$ cat config.mk
export PLATFORM = sky130hd
export DESIGN_NAME = data_bus_seq_flat
export DESIGN_NICKNAME = d
export VERILOG_FILES = /design/src/rtl/data_bus_seq_if.sv /design/src/rtl/data_bus_seq.sv /design/src/flat_wrapper.sv
export SDC_FILE = /design/constraint.sdc
export NUM_CORES = 1
export LEC_CHECK = 0
export BUFFER_PORTS_ARGS = -buffer_cell sky130_fd_sc_hd__buf_2
export CORE_MARGIN = 4
export CORE_UTILIZATION = 45
export CTS_BUF_LIST = sky130_fd_sc_hd__clkbuf_2 sky130_fd_sc_hd__clkbuf_4 sky130_fd_sc_hd__clkbuf_8
export DETAILED_ROUTE_END_ITERATION = 6
export PLACE_DENSITY_LB_ADDON = 0.3
export SLEW_MARGIN = 20
export SYNTH_ARGS = -nofsm -noshare
export SYNTH_HDL_FRONTEND = slang
export SYNTH_SLANG_ARGS = --single-unit
$ cat constraint.sdc
create_clock -name clk -period 2.6 [get_ports clk]
set_input_delay 0.13 -clock clk [delete_from_list [all_inputs] [get_ports clk]]
set_output_delay 0.13 -clock clk [all_outputs]
set_load 0.05 [all_outputs]
$ cat src/rtl/data_bus_seq_if.sv
// data_bus_seq_if
//   Bundles the request side and the external pin side of the data-bus
//   cycle sequencer.
//   master : requester / bench side (drives requests, nwait and pin inputs)
//   slave  : sequencer side (drives strobes, pin outputs, capture and status)
//   Signals:
//     rd_req, wr_req  single-cycle read / write request pulses
//     wr_data         write byte, taken when wr_req is accepted
//     nwait           external wait, active low
//     pin_d_in        data pins, input side
//     pin_d_out       data pins, output side
//     pin_d_oe        pin output enable
//     nmreq/nrd/nwr   active-low bus strobes
//     rd_data         captured read byte
//     latch_we        one-cycle load strobe for the downstream latch
//     busy/done/err   status: cycle in progress, completion pulse, timeout pulse
interface data_bus_seq_if #(
  parameter int DW = 8
);
  logic          rd_req;
  logic          wr_req;
  logic [DW-1:0] wr_data;
  logic          nwait;
  logic [DW-1:0] pin_d_in;
  logic [DW-1:0] pin_d_out;
  logic          pin_d_oe;
  logic          nmreq;
  logic          nrd;
  logic          nwr;
  logic [DW-1:0] rd_data;
  logic          latch_we;
  logic          busy;
  logic          done;
  logic          err;

  modport master (
    output rd_req, wr_req, wr_data, nwait, pin_d_in,
    input  pin_d_out, pin_d_oe, nmreq, nrd, nwr, rd_data, latch_we, busy, done, err
  );

  modport slave (
    input  rd_req, wr_req, wr_data, nwait, pin_d_in,
    output pin_d_out, pin_d_oe, nmreq, nrd, nwr, rd_data, latch_we, busy, done, err
  );
endinterface

$ cat src/rtl/data_bus_seq.sv
// data_bus_seq
//   Z80-style external memory bus cycle sequencer sitting in front of the
//   8-bit data-bus latch. Runs read and write cycles through T1, T2, optional
//   wait states (TW) and T3, drives the control strobes and data pins, and on
//   reads captures the pin byte and pulses latch_we so the latch loads it.
//   Every output is a flop; strobes are decoded from the next state so they
//   line up exactly with the registered state.
//   Parameters:
//     DW           data width of pins and internal bus
//     WAIT_TIMEOUT max consecutive TW cycles before forced completion (0 = off)
//   Ports:
//     clk    system clock, rising edge
//     reset  synchronous, active-high
//     bus    data_bus_seq_if slave modport (requests, pins, strobes, status)
module data_bus_seq #(
  parameter int DW           = 8,
  parameter int WAIT_TIMEOUT = 0
) (
  input  logic           clk,
  input  logic           reset,
  data_bus_seq_if.slave  bus
);

  localparam int CNT_W = (WAIT_TIMEOUT > 0) ? $clog2(WAIT_TIMEOUT + 1) : 1;

  typedef enum logic [2:0] {
    S_IDLE = 3'd0,
    S_T1   = 3'd1,
    S_T2   = 3'd2,
    S_TW   = 3'd3,
    S_T3   = 3'd4
  } state_t;

  state_t             state_p0, state_nxt;
  logic               is_rd_p0, is_rd_nxt;
  logic [CNT_W-1:0]   wait_cnt_p0, wait_cnt_nxt;
  logic               timeout_p0, timeout_nxt;
  logic               timeout_hit;
  logic               req;
  logic               accept;
  logic               wr_cap;
  logic               rd_cap;
  logic               finish;

  logic               nmreq_nxt;
  logic               nrd_nxt;
  logic               nwr_nxt;
  logic               oe_nxt;
  logic               busy_nxt;
  logic               done_nxt;
  logic               err_nxt;
  logic               lwe_nxt;

  // The current TW cycle is the WAIT_TIMEOUT-th one when the count of
  // completed TW cycles plus this one reaches the limit.
  assign timeout_hit = (WAIT_TIMEOUT > 0) &&
                       ((int'(wait_cnt_p0) + 1) == WAIT_TIMEOUT);

  assign req    = bus.rd_req | bus.wr_req;
  assign finish = (state_p0 == S_T3);

  // Next-state, request acceptance and output decode
  always_comb begin
    state_nxt    = state_p0;
    is_rd_nxt    = is_rd_p0;
    wait_cnt_nxt = wait_cnt_p0;
    timeout_nxt  = timeout_p0;
    accept       = 1'b0;

    case (state_p0)
      S_IDLE: begin
        if (req) begin
          state_nxt = S_T1;
          accept    = 1'b1;
        end
      end
      S_T1: begin
        state_nxt = S_T2;
      end
      S_T2: begin
        state_nxt = bus.nwait ? S_T3 : S_TW;
      end
      S_TW: begin
        if (WAIT_TIMEOUT > 0) begin
          wait_cnt_nxt = wait_cnt_p0 + CNT_W'(1);
        end
        if (timeout_hit) begin
          state_nxt   = S_T3;
          timeout_nxt = 1'b1;
        end else if (bus.nwait) begin
          state_nxt = S_T3;
        end
      end
      S_T3: begin
        // A request landing in T3 chains straight into the next T1.
        if (req) begin
          state_nxt = S_T1;
          accept    = 1'b1;
        end else begin
          state_nxt = S_IDLE;
        end
      end
      default: begin
        state_nxt = S_IDLE;
      end
    endcase

    // Read wins a simultaneous request; the write byte is then discarded.
    if (accept) begin
      is_rd_nxt    = bus.rd_req;
      wait_cnt_nxt = '0;
      timeout_nxt  = 1'b0;
    end

    wr_cap = accept & ~bus.rd_req;

    // Capture and completion pulses belong to the cycle that is finishing,
    // so they use the current flags, not the ones latched for a chained cycle.
    rd_cap   = finish & is_rd_p0 & ~timeout_p0;
    done_nxt = finish;
    err_nxt  = finish & timeout_p0;
    lwe_nxt  = rd_cap;

    busy_nxt  = (state_nxt != S_IDLE);
    nmreq_nxt = ~busy_nxt;
    nrd_nxt   = ~(busy_nxt & is_rd_nxt);
    // nwr leaves T1 and T3 inactive for address/data setup and hold.
    nwr_nxt   = ~(((state_nxt == S_T2) || (state_nxt == S_TW)) & ~is_rd_nxt);
    oe_nxt    = busy_nxt & ~is_rd_nxt;
  end

  // Stage p0: FSM state and per-cycle flags
  always_ff @(posedge clk) begin
    if (reset) begin
      state_p0    <= S_IDLE;
      is_rd_p0    <= 1'b0;
      wait_cnt_p0 <= '0;
      timeout_p0  <= 1'b0;
    end else begin
      state_p0    <= state_nxt;
      is_rd_p0    <= is_rd_nxt;
      wait_cnt_p0 <= wait_cnt_nxt;
      timeout_p0  <= timeout_nxt;
    end
  end

  // Stage p0: registered bus strobes, pin data and read capture
  always_ff @(posedge clk) begin
    if (reset) begin
      bus.nmreq     <= 1'b1;
      bus.nrd       <= 1'b1;
      bus.nwr       <= 1'b1;
      bus.pin_d_oe  <= 1'b0;
      bus.pin_d_out <= '0;
      bus.rd_data   <= '0;
      bus.latch_we  <= 1'b0;
      bus.busy      <= 1'b0;
      bus.done      <= 1'b0;
      bus.err       <= 1'b0;
    end else begin
      bus.nmreq    <= nmreq_nxt;
      bus.nrd      <= nrd_nxt;
      bus.nwr      <= nwr_nxt;
      bus.pin_d_oe <= oe_nxt;
      bus.latch_we <= lwe_nxt;
      bus.busy     <= busy_nxt;
      bus.done     <= done_nxt;
      bus.err      <= err_nxt;
      if (wr_cap) begin
        bus.pin_d_out <= bus.wr_data;
      end
      if (rd_cap) begin
        bus.rd_data <= bus.pin_d_in;
      end
    end
  end

endmodule

$ cat src/flat_wrapper.sv
// flat-port wrapper written by rule: the top's interface ports become plain ports
module data_bus_seq_flat 
#(
  parameter int DW           = 8,
  parameter int WAIT_TIMEOUT = 0
)
  (clk, reset, bus_rd_req, bus_wr_req, bus_wr_data, bus_nwait, bus_pin_d_in, bus_pin_d_out, bus_pin_d_oe, bus_nmreq, bus_nrd, bus_nwr, bus_rd_data, bus_latch_we, bus_busy, bus_done, bus_err);
  data_bus_seq_if #(.DW(DW)) bus_i ();
  input  logic clk;
  input  logic reset;
  input wire logic [$bits(bus_i.rd_req)-1:0] bus_rd_req;
  input wire logic [$bits(bus_i.wr_req)-1:0] bus_wr_req;
  input wire logic [$bits(bus_i.wr_data)-1:0] bus_wr_data;
  input wire logic [$bits(bus_i.nwait)-1:0] bus_nwait;
  input wire logic [$bits(bus_i.pin_d_in)-1:0] bus_pin_d_in;
  output wire logic [$bits(bus_i.pin_d_out)-1:0] bus_pin_d_out;
  output wire logic [$bits(bus_i.pin_d_oe)-1:0] bus_pin_d_oe;
  output wire logic [$bits(bus_i.nmreq)-1:0] bus_nmreq;
  output wire logic [$bits(bus_i.nrd)-1:0] bus_nrd;
  output wire logic [$bits(bus_i.nwr)-1:0] bus_nwr;
  output wire logic [$bits(bus_i.rd_data)-1:0] bus_rd_data;
  output wire logic [$bits(bus_i.latch_we)-1:0] bus_latch_we;
  output wire logic [$bits(bus_i.busy)-1:0] bus_busy;
  output wire logic [$bits(bus_i.done)-1:0] bus_done;
  output wire logic [$bits(bus_i.err)-1:0] bus_err;
  assign bus_i.rd_req = bus_rd_req;
  assign bus_i.wr_req = bus_wr_req;
  assign bus_i.wr_data = bus_wr_data;
  assign bus_i.nwait = bus_nwait;
  assign bus_i.pin_d_in = bus_pin_d_in;
  assign bus_pin_d_out = bus_i.pin_d_out;
  assign bus_pin_d_oe = bus_i.pin_d_oe;
  assign bus_nmreq = bus_i.nmreq;
  assign bus_nrd = bus_i.nrd;
  assign bus_nwr = bus_i.nwr;
  assign bus_rd_data = bus_i.rd_data;
  assign bus_latch_we = bus_i.latch_we;
  assign bus_busy = bus_i.busy;
  assign bus_done = bus_i.done;
  assign bus_err = bus_i.err;
  data_bus_seq #(.DW(DW), .WAIT_TIMEOUT(WAIT_TIMEOUT)) u_core (.clk(clk), .reset(reset), .bus(bus_i));
endmodule
==> run metrics, run 1 <==
status=complete, no violations; Leakage=0.000548 uW; Area growth syn-to-layout=24.7%; hold buffers post-CTS=0; H-tree levels=1; asr flop ratio synth=0%; io pins=45; die area=0.00298 mm2; Placed Cells=163; cell taking the most area after synthesis=dfxtp_1; crit end category=register; drt total wl=1930 um; synth top area cells=dfxtp_1, mux2i_1, nand2_1; largest stage delay on the critical path=710 ps; CTS tree=done; Worst Path Required=2790 ps; drt initial violations=10; Synth warnings=0; synth unique cells=24; Remaining Overflow, GRT=0; #FFs+latches synth=27; # Post-CTS Setup Buffers=0; PortBufs=43; setup total negative slack=0 ps; Via density=4.78; worst skew pair latency=300 ps; Cell Count, Final, Fillers Out=167; Core Util, Final=60.8%; Syn Nets=120; Tot GR Track Use=13.7%; Final period util=55.6%; peak supply drop=337 uV; CTS clk-pin slew, worst paths=130 ps; Post-DRT Antenna Nets=0; Yosys top cell area share=55.4%; WP data arrival=1630 ps; Placeable Area=0.00200 mm2; Longest Clk Path Bufs=2; PostCTS Resize Cnt=0; Die W=54.6 um; # nets final=162; worst path cell trace=or4b_1, nand2_1, a21oi_1; Final Max Tran Viols=0; synthesized area=976 um2; Final Setup Violations=0; CTS buffer count=3; CP max FO=9; Final min period=1440 ps; syn_area_per_cell=9.86 um2; CP Launch Type=register; Pre-antenna DRT Iters=4; drc violations=0; Slowest-stage cell, CP=or4b_1; share of cells above drive strength 1=37.9%; largest net degree at the start of global routing=27; clock sink total=27; worst setup path class=reg2reg; RSZ-0062 raised after global routing=false; Synth Flop Type=dfxtp_1; initial antenna violation count=0; most common cell in the netlist=dfxtp_1; clock tree root driver cell=clkbuf_4; Post-Synthesis Cells=99; row cnt=16; routed via count=798; Max Cap Violations=0; Fin. Hold Viols=0; first-pass GRT wire length=2920 um; synth cell count leaders=dfxtp_1, nand2_1, a21oi_1; worst min path class=in2reg; number of global-route vias before repair=696; post-DP HPWL=1490 um; register area share after synthesis=55.4%; Post-synth EDFFs=0; FMAX=692 MHz; GPL Wtd Cong=0.770; pwr dens=654 mW/mm2; Initial Util=48.8%; chip height=54.6 um; ANT cells=0; clk_skew=2.09 ps; routed len/inst=11.6 um
-- layer usage --
layer	wire length, um	global-route usage [%]
met2	905	22.7
met1	850	16.9
met3	167	3.00
met4	10	6.22
met5	0	0
-- metrics by stage --
step	hold slack [ps]	worst slack, ps	instance area (um2)	total power, uW
after global routing	27.7	1070	1220	837
final	44.5	1160	1220	796
after global placement	365	1210	1190	624
after floorplan	266	1340	976	586
after CTS	34.3	1150	1220	806
after detailed placement	377	1170	1190	627
-- worst max-delay path: cells and delay by family, from the launching register on --
kind | cells | cell delay, ps
flops | 1 | 410
compound gates | 1 | 70
simple gates | 2 | 850
-- logic make-up (layout without fill, tap and decap cells) --
| logic type | after synthesis | in the layout | share of synthesized area (%) |
|---|---|---|---|
| multiplexers | 8 | 8 | 8.21 |
| buffers and inverters | 6 | 47 | 3.85 |
| flip-flops | 27 | 27 | 55.4 |
| AO/OA/AOI/OAI | 16 | 16 | 9.61 |
| other | 1 | 1 | 0.384 |
| AND/OR/NAND/NOR | 41 | 41 | 22.6 |
-- path summary, 6_finish.rpt --
path / endpoint / start / cells after the start / slack (ps)
setup / recovery: u_core.bus.pin_d_out[2] / u_core.state_p0[1] / 3 / 1160
hold / removal: u_core.bus.pin_d_out[7] / bus_wr_data[7] / 3 / 40
setup reg to reg: u_core.bus.pin_d_out[2] / u_core.state_p0[1] / 3 / 1160
hold reg to reg: u_core.bus.pin_d_out[7] / u_core.bus.pin_d_out[7] / 2 / 460
-- registers in the layout (all words and copies together) (netlist names) --
name and cells:
u_core.bus.nwr 1, u_core.bus.nrd 1, u_core.bus.latch_we 1, u_core.bus.done 1, u_core.bus.pin_d_out 8, u_core.is_rd_p0 1, u_core.bus.nmreq 1, u_core.state_p0 3
u_core.bus.pin_d_oe 1, u_core.bus.rd_data 8, u_core.bus.busy 1
-- cell usage in the layout, fill, tap and decap left out --
cell type  instances
buf_2             43
a21bo_2            1
clkbuf_4           4
dfxtp_1           27
or3b_1             1
nand2_1           20
mux2i_1            8
a21oi_1           11
o21ai_0            1
or2_2              1
nand2b_1           1
nor3_1             1
and4bb_1           1
or3_1              1
nor4b_2            1
a21oi_2            1
conb_1             1
nor2_2             1
nor2_1            10
nor4b_4            1
or4b_1             1
nor3b_1            1
a21o_1             2
-- power by group --
group	switching, uW	internal [uW]
sequential	16.7	438
combinational	112	49.8
clock	109	70.2
total	238	558
-- area by class of cell --
cell class / count / area, um2
Fill cell: 191 / 785
Sequential cell: 27 / 541
Timing Repair Buffer: 43 / 215
Tap cell: 27 / 33.8
Multi-Input combinational cell: 66 / 398
Clock buffer: 4 / 30.0
Note: power is estimated with default switching activity, not from simulation.
==> inputs of run 2 (changes only) <==
--- a/config.mk
+++ b/config.mk
@@ -7,7 +7,7 @@
 export LEC_CHECK = 0
 export BUFFER_PORTS_ARGS = -buffer_cell sky130_fd_sc_hd__buf_2
 export CORE_MARGIN = 4
-export CORE_UTILIZATION = 45
+export CORE_UTILIZATION = 42
 export CTS_BUF_LIST = sky130_fd_sc_hd__clkbuf_2 sky130_fd_sc_hd__clkbuf_4 sky130_fd_sc_hd__clkbuf_8
 export DETAILED_ROUTE_END_ITERATION = 6
 export PLACE_DENSITY_LB_ADDON = 0.3
==> constraint.sdc (replaced) <==
create_clock -name clk -period 1.3 [get_ports clk]
set_input_delay 0.065 -clock clk [delete_from_list [all_inputs] [get_ports clk]]
set_output_delay 0.065 -clock clk [all_outputs]
set_load 0.05 [all_outputs]
==> run 2 against run 1 <==
Against the previous run: sequential share of layout area is 7.1 points lower; non-clock buffer count increased by 22; clock power up 94%; largest power group unchanged; highest routed layer unchanged.
==> run metrics, run 2 (same netlist as run 1, synthesis figures left out) <==
post-route setup slack=49.5 ps (was 1160 ps); R2R Setup Slk=50 ps (was 1160 ps); Longest Clk Path Bufs=2 (unchanged); min-delay src=bus_rd_req (was bus_wr_data[7]); Post-DRT Antenna Nets=0 (unchanged); pre-CTS WS=-47.5 ps (was 1170 ps); cell area after layout=0.00145 mm2 (was 0.00122 mm2); ANT cells=0 (unchanged); CTS clk-pin slew, worst paths=130 ps (about the same); Psw=505 uW (was 238 uW); Final Setup Violations=0 (unchanged); status=complete, no violations (unchanged); RSZ-0062 raised after global routing=false (unchanged); setup total negative slack=0 ps (unchanged); die area=0.00316 mm2 (was 0.00298 mm2); routing usage on met1=16.1% (was 16.9%); Comb pwr share=24.5% (was 20.4%); # nets final=184 (was 162); Seq pwr share=54.5% (was 57.1%); CP Launch Type=register (unchanged); worst setup path class=reg2reg (unchanged); pwr dens=1140 mW/mm2 (was 654 mW/mm2); clock power share=21.0% (was 22.5%); crit-path leading delay family=simple AND/OR/NAND/NOR gates (unchanged); Via density=4.59 (was 4.78); Die W=56.2 um (was 54.6 um); most frequent cells in the layout=buf_2, dfxtp_1, nand2_1 (unchanged); largest stage delay on the critical path=610 ps (was 710 ps); Final min period=1250 ps (was 1440 ps); top flop regs=u_core.bus.pin_d_out: 8 flops, u_core.bus.rd_data: 8 flops, u_core.state_p0: 3 flops (unchanged); number of global-route vias before repair=821 (was 696); worst r2r src=u_core.state_p0[0] (was u_core.state_p0[1]); worst min path class=in2reg (unchanged); FMAX=800 MHz (was 692 MHz); Cell Count, Final, Fillers Out=190 (was 167); commonest non-fill, non-tap cell in the layout=buf_2 (unchanged); met3 Use GR=2.78% (was 3.00%); Leakage=0.000647 uW (was 0.000548 uW); CTS tree=done (unchanged); worst skew pair latency=310 ps (was 300 ps); row cnt=17 (was 16); H-tree levels=1 (unchanged); share of cells above drive strength 1=36.4% (was 37.9%); Final Max Tran Viols=0 (unchanged); WP buf/inv=0 (unchanged); Slowest-stage cell, CP=or4b_4 (was or4b_1); met2 usage=25.4% (was 22.7%); CTS buffer count=3 (unchanged); Hold Crit Depth=3 (unchanged); clock sink total=27 (unchanged); Filler cells=185 (was 191); Area growth syn-to-layout=48.3% (was 24.7%); routed via count=873 (was 798); WP data arrival=1440 ps (was 1630 ps); GPL Wtd Cong=0.725 (was 0.770); Fin. Hold Viols=0 (unchanged); io pins=45 (unchanged); r2r endpoint=u_core.bus.pin_d_out[1] (was u_core.bus.pin_d_out[2]); initial antenna violation count=0 (unchanged); peak supply drop=792 uV (was 337 uV); Max Cap Violations=0 (unchanged); routed len/inst=11.5 um (was 11.6 um); GR peak layer=met2 (unchanged); Tot GR Track Use=14.0% (was 13.7%); clock tree root driver cell=clkbuf_4 (unchanged); clk_skew=4.04 ps (was 2.09 ps); CP max FO=9 (unchanged); post-DP HPWL=1430 um (was 1490 um); drt initial violations=8 (was 10); drc violations=0 (unchanged); crit end category=register (unchanged); Initial Util=44.1% (was 48.8%); WHS Endpoint=u_core.is_rd_p0 (was u_core.bus.pin_d_out[7]); PortBufs=43 (unchanged); Placed Cells=168 (was 163); largest net degree at the start of global routing=27 (unchanged); Pre-antenna DRT Iters=4 (unchanged); drt total wl=2190 um (was 1930 um); Final period util=96.2% (was 55.6%); first-pass GRT wire length=3570 um (was 2920 um); Worst Path Required=1490 ps (was 2790 ps); Placement Cell Area=0.00123 mm2 (was 0.00119 mm2); Remaining Overflow, GRT=0 (unchanged); sw frac=30.6% (was 29.9%); chip height=56.2 um (was 54.6 um); P_int=1150 uW (was 558 uW); Placeable Area=0.00221 mm2 (was 0.00200 mm2); worst path cell trace=or4b_4, nand2_1, a21oi_1 (was or4b_1, nand2_1, a21oi_1); Worst R2R Path Depth=3 (unchanged)
[run 2: changes by cell type in the layout (fill, tap and decap cells not counted)]
cell,previous run,this run
dlygate4sd3_1,0,17
buf_4,0,4
buf_12,0,1
clkbuf_4,4,3
clkinvlp_4,0,1
nor2_2,1,0
nor2_4,0,1
or4b_1,1,0
or4b_4,0,1
[run 2: power by group through the flow]
stage	Clock (uW)	Combinational (uW)	Sequential, uW
after detailed placement	0	352	916
after CTS	366	394	899
after global placement	0	346	915
after global routing	403	430	905
after floorplan	0	123	1050
final	347	404	899
[run 2: worst register-to-register path, delay by kind of cell (launching register included)]
kind | cells | cell delay, ps
AOI/OAI and AO/OA | 1 | 70
DFF | 1 | 350
and+or+nand+nor | 2 | 710
[run 2: metrics by stage]
stage | util (%) | power [uW] | hold WS (ps)
final | 65.4 | 1650 | 70.2
after floorplan | - | 1170 | 201
after global routing | 65.4 | 1740 | 71.5
after global placement | 55.7 | 1260 | 303
after detailed placement | 55.7 | 1270 | 307
after CTS | 64.9 | 1660 | 50.0
[run 2: area by class of cell]
class,instances,area [um2],share of cell area [%]
Multi-Input combinational cell,66,407,28.1
Clock buffer,3,22.5,1.56
Clock inverter,1,7.51,0.519
Timing Repair Buffer,65,435,30.1
Tap cell,28,35.0,2.42
Sequential cell,27,541,37.3
[run 2: worst max path at each step]
stage                     slack (ps)                       to  cells after the start                from
after floorplan                   40  u_core.bus.pin_d_out[0]                      4  u_core.state_p0[1]
after global placement           -10  u_core.bus.pin_d_out[2]                      3  u_core.state_p0[0]
final                             50  u_core.bus.pin_d_out[1]                      3  u_core.state_p0[0]
after global routing               6  u_core.bus.pin_d_out[4]                      3  u_core.state_p0[0]
after CTS                         40  u_core.bus.pin_d_out[5]                      4  u_core.state_p0[1]
after detailed placement         -50  u_core.bus.pin_d_out[0]                      3  u_core.state_p0[0]
[run 2: repair_timing]
| action | CTS | global route |
|---|---|---|
| pin swaps | 0 | 1 |
| cloned | 0 | 0 |
| resized for setup | 1 | 1 |
| endpoints found under the setup margin | 8 | 11 |
| buffers inserted | 0 | 1 |
| hold buffers | 17 | 0 |
| hold endpoints to repair | 17 | 0 |
[run 2: per-layer routing]
| metal | part of all wire [%] | routed length [um] |
|---|---|---|
| met2 | 52 | 1130 |
| met5 | 0 | 0 |
| met1 | 41 | 900 |
| met4 | 0.73 | 16 |
| met3 | 6.4 | 139 |
==> inputs of run 3 (changes only) <==
==> constraint.sdc (replaced) <==
create_clock -name clk -period 1.1 [get_ports clk]
set_input_delay 0.055 -clock clk [delete_from_list [all_inputs] [get_ports clk]]
set_output_delay 0.055 -clock clk [all_outputs]
set_load 0.05 [all_outputs]
==> run 3 against run 2 <==
Against the previous run: the run now ends with negative setup slack left; first-iteration DRC count decreased by 63%; non-clock buffer count increased by 8; sequential share of layout area decreased by 4.5 points; critical endpoint is now u_core.bus.rd_data[3].
==> run metrics, run 3 (same netlist as run 1, synthesis figures left out) <==
status=finished with violations (was complete, no violations); failing checks=negative setup slack; chip height=56.2 um (unchanged); Filler cells=159 (was 185); Final period util=115% (was 96.2%); CTS clk-pin slew, worst paths=140 ps (was 130 ps); R2R Setup Slk=-160 ps (was 50 ps); die area=0.00316 mm2 (unchanged); Placeable Area=0.00221 mm2 (unchanged); top flop regs=u_core.bus.pin_d_out: 8 flops, u_core.bus.rd_data: 8 flops, u_core.state_p0: 3 flops (unchanged); WP data arrival=1470 ps (was 1440 ps); H-tree levels=1 (unchanged); FMAX=794 MHz (was 800 MHz); Remaining Overflow, GRT=0 (unchanged); RSZ-0062 raised after global routing=true (was false); Area growth syn-to-layout=69.2% (was 48.3%); peak supply drop=1020 uV (was 792 uV); met2 usage=29.4% (was 25.4%); worst min path class=in2reg (unchanged); sw frac=31.0% (was 30.6%); Via density=4.73 (was 4.59); clock tree root driver cell=clkbuf_4 (unchanged); crit end category=register (unchanged); Post-DRT Antenna Nets=0 (unchanged); worst setup path class=reg2reg (unchanged); Final min period=1260 ps (was 1250 ps); pwr dens=1290 mW/mm2 (was 1140 mW/mm2); Comb pwr share=29.6% (was 24.5%); routed len/inst=13.2 um (was 11.5 um); clock power share=20.4% (was 21.0%); routed via count=937 (was 873); CTS buffer count=3 (unchanged); number of global-route vias before repair=966 (was 821); initial antenna violation count=0 (unchanged); Fin. Hold Viols=0 (unchanged); clock sink total=27 (unchanged); worst skew pair latency=310 ps (about the same); row cnt=17 (unchanged); Pre-antenna DRT Iters=3 (was 4); Die W=56.2 um (unchanged); GPL Wtd Cong=0.748 (was 0.725); GR peak layer=met2 (unchanged); routing usage on met1=17.6% (was 16.1%); Max Cap Violations=0 (unchanged); most frequent cells in the layout=buf_2, dfxtp_1, dlygate4sd3_1 (was buf_2, dfxtp_1, nand2_1); commonest non-fill, non-tap cell in the layout=buf_2 (unchanged); Psw=659 uW (was 505 uW); Worst Path Required=1310 ps (was 1490 ps); io pins=45 (unchanged); # nets final=192 (was 184); met3 Use GR=3.48% (was 2.78%); Longest Clk Path Bufs=2 (unchanged); drt initial violations=3 (was 8); first-pass GRT wire length=4110 um (was 3570 um); post-DP HPWL=1650 um (was 1430 um); Final Setup Violations=25 (was 0); CP max FO=8 (was 9); Initial Util=44.1% (unchanged); CTS tree=done (unchanged); drc violations=0 (unchanged); ANT cells=0 (unchanged); largest net degree at the start of global routing=18 (was 27); PortBufs=43 (unchanged); drt total wl=2620 um (was 2190 um); Seq pwr share=50.0% (was 54.5%); WHS=14.3 ps (was 70.2 ps); Leakage=0.000759 uW (was 0.000647 uW); clk_skew=10.0 ps (was 4.04 ps); P_int=1470 uW (was 1150 uW); CP Launch Type=register (unchanged); setup total negative slack=-2750 ps (was 0 ps); Tot GR Track Use=15.9% (was 14.0%); post-route setup slack=-160 ps (was 49.5 ps); share of cells above drive strength 1=54.1% (was 36.4%); Final Max Tran Viols=0 (unchanged)
-- run 3: worst max-delay path, stage by stage, from the launching register on --
cell and delay, ps:
dfxtp_2 350, buf_6 120, and4bb_1 290, buf_12 140
mux2i_1 190, nor2_1 60
-- run 3: final timing paths --
| check | startpoint | end | cells after the start |
|---|---|---|---|
| max | u_core.state_p0[1] | u_core.bus.rd_data[3] | 5 |
| min | bus_pin_d_in[3] | u_core.bus.rd_data[3] | 3 |
| max reg2reg | u_core.state_p0[1] | u_core.bus.rd_data[3] | 5 |
| min reg2reg | u_core.bus.pin_d_out[4] | u_core.bus.pin_d_out[4] | 2 |
-- run 3: routing by layer --
| layer | vias to the layer above | wire length (um) |
|---|---|---|
| met4 | 0 | 24 |
| met5 | - | 0 |
| met1 | 440 | 1010 |
| met3 | 4 | 148 |
| met2 | 24 | 1440 |
| li1 | 469 | - |
-- run 3: stage by stage --
| step | utilization (%) | power [uW] | worst slack (ps) | area, um2 | cells |
|---|---|---|---|---|---|
| floorplan | - | 1390 | -139 | 982 | 99 |
| global placement | 58.1 | 1530 | -172 | 1290 | 175 |
| detailed placement | 58.1 | 1540 | -191 | 1290 | 175 |
| CTS | 69.4 | 2070 | -169 | 1540 | 196 |
| global route | 74.7 | 2230 | -231 | 1650 | 198 |
| finish | 74.7 | 2130 | -160 | 1650 | 198 |
-- run 3: what timing repair did --
| item | 4_1_cts | 5_1_grt |
|---|---|---|
| endpoints found under the hold margin | 15 | 1 |
| hold buffers | 15 | 1 |
| endpoints found under the setup margin | 24 | 26 |
| cloned | 0 | 0 |
| buffers inserted | 2 | 1 |
| gates resized for setup | 15 | 24 |
| pin swaps | 18 | 17 |
-- run 3: area by class of cell --
| type | instances | area [um2] | share of cell area [%] |
|---|---|---|---|
| multi-input combinational | 66 | 536 | 32.4 |
| sequential | 27 | 543 | 32.9 |
| timing repair buffer | 73 | 508 | 30.8 |
| tap | 28 | 35.0 | 2.12 |
| clock buffer | 4 | 30.0 | 1.82 |
-- run 3: power by group through the flow --
stage / combinational, uW / clock (uW) / sequential [uW]
after floorplan: 146 / 0 / 1240
after global placement: 447 / 0 / 1080
after detailed placement: 453 / 0 / 1080
after CTS: 555 / 450 / 1060
after global routing: 669 / 487 / 1070
final: 631 / 433 / 1060
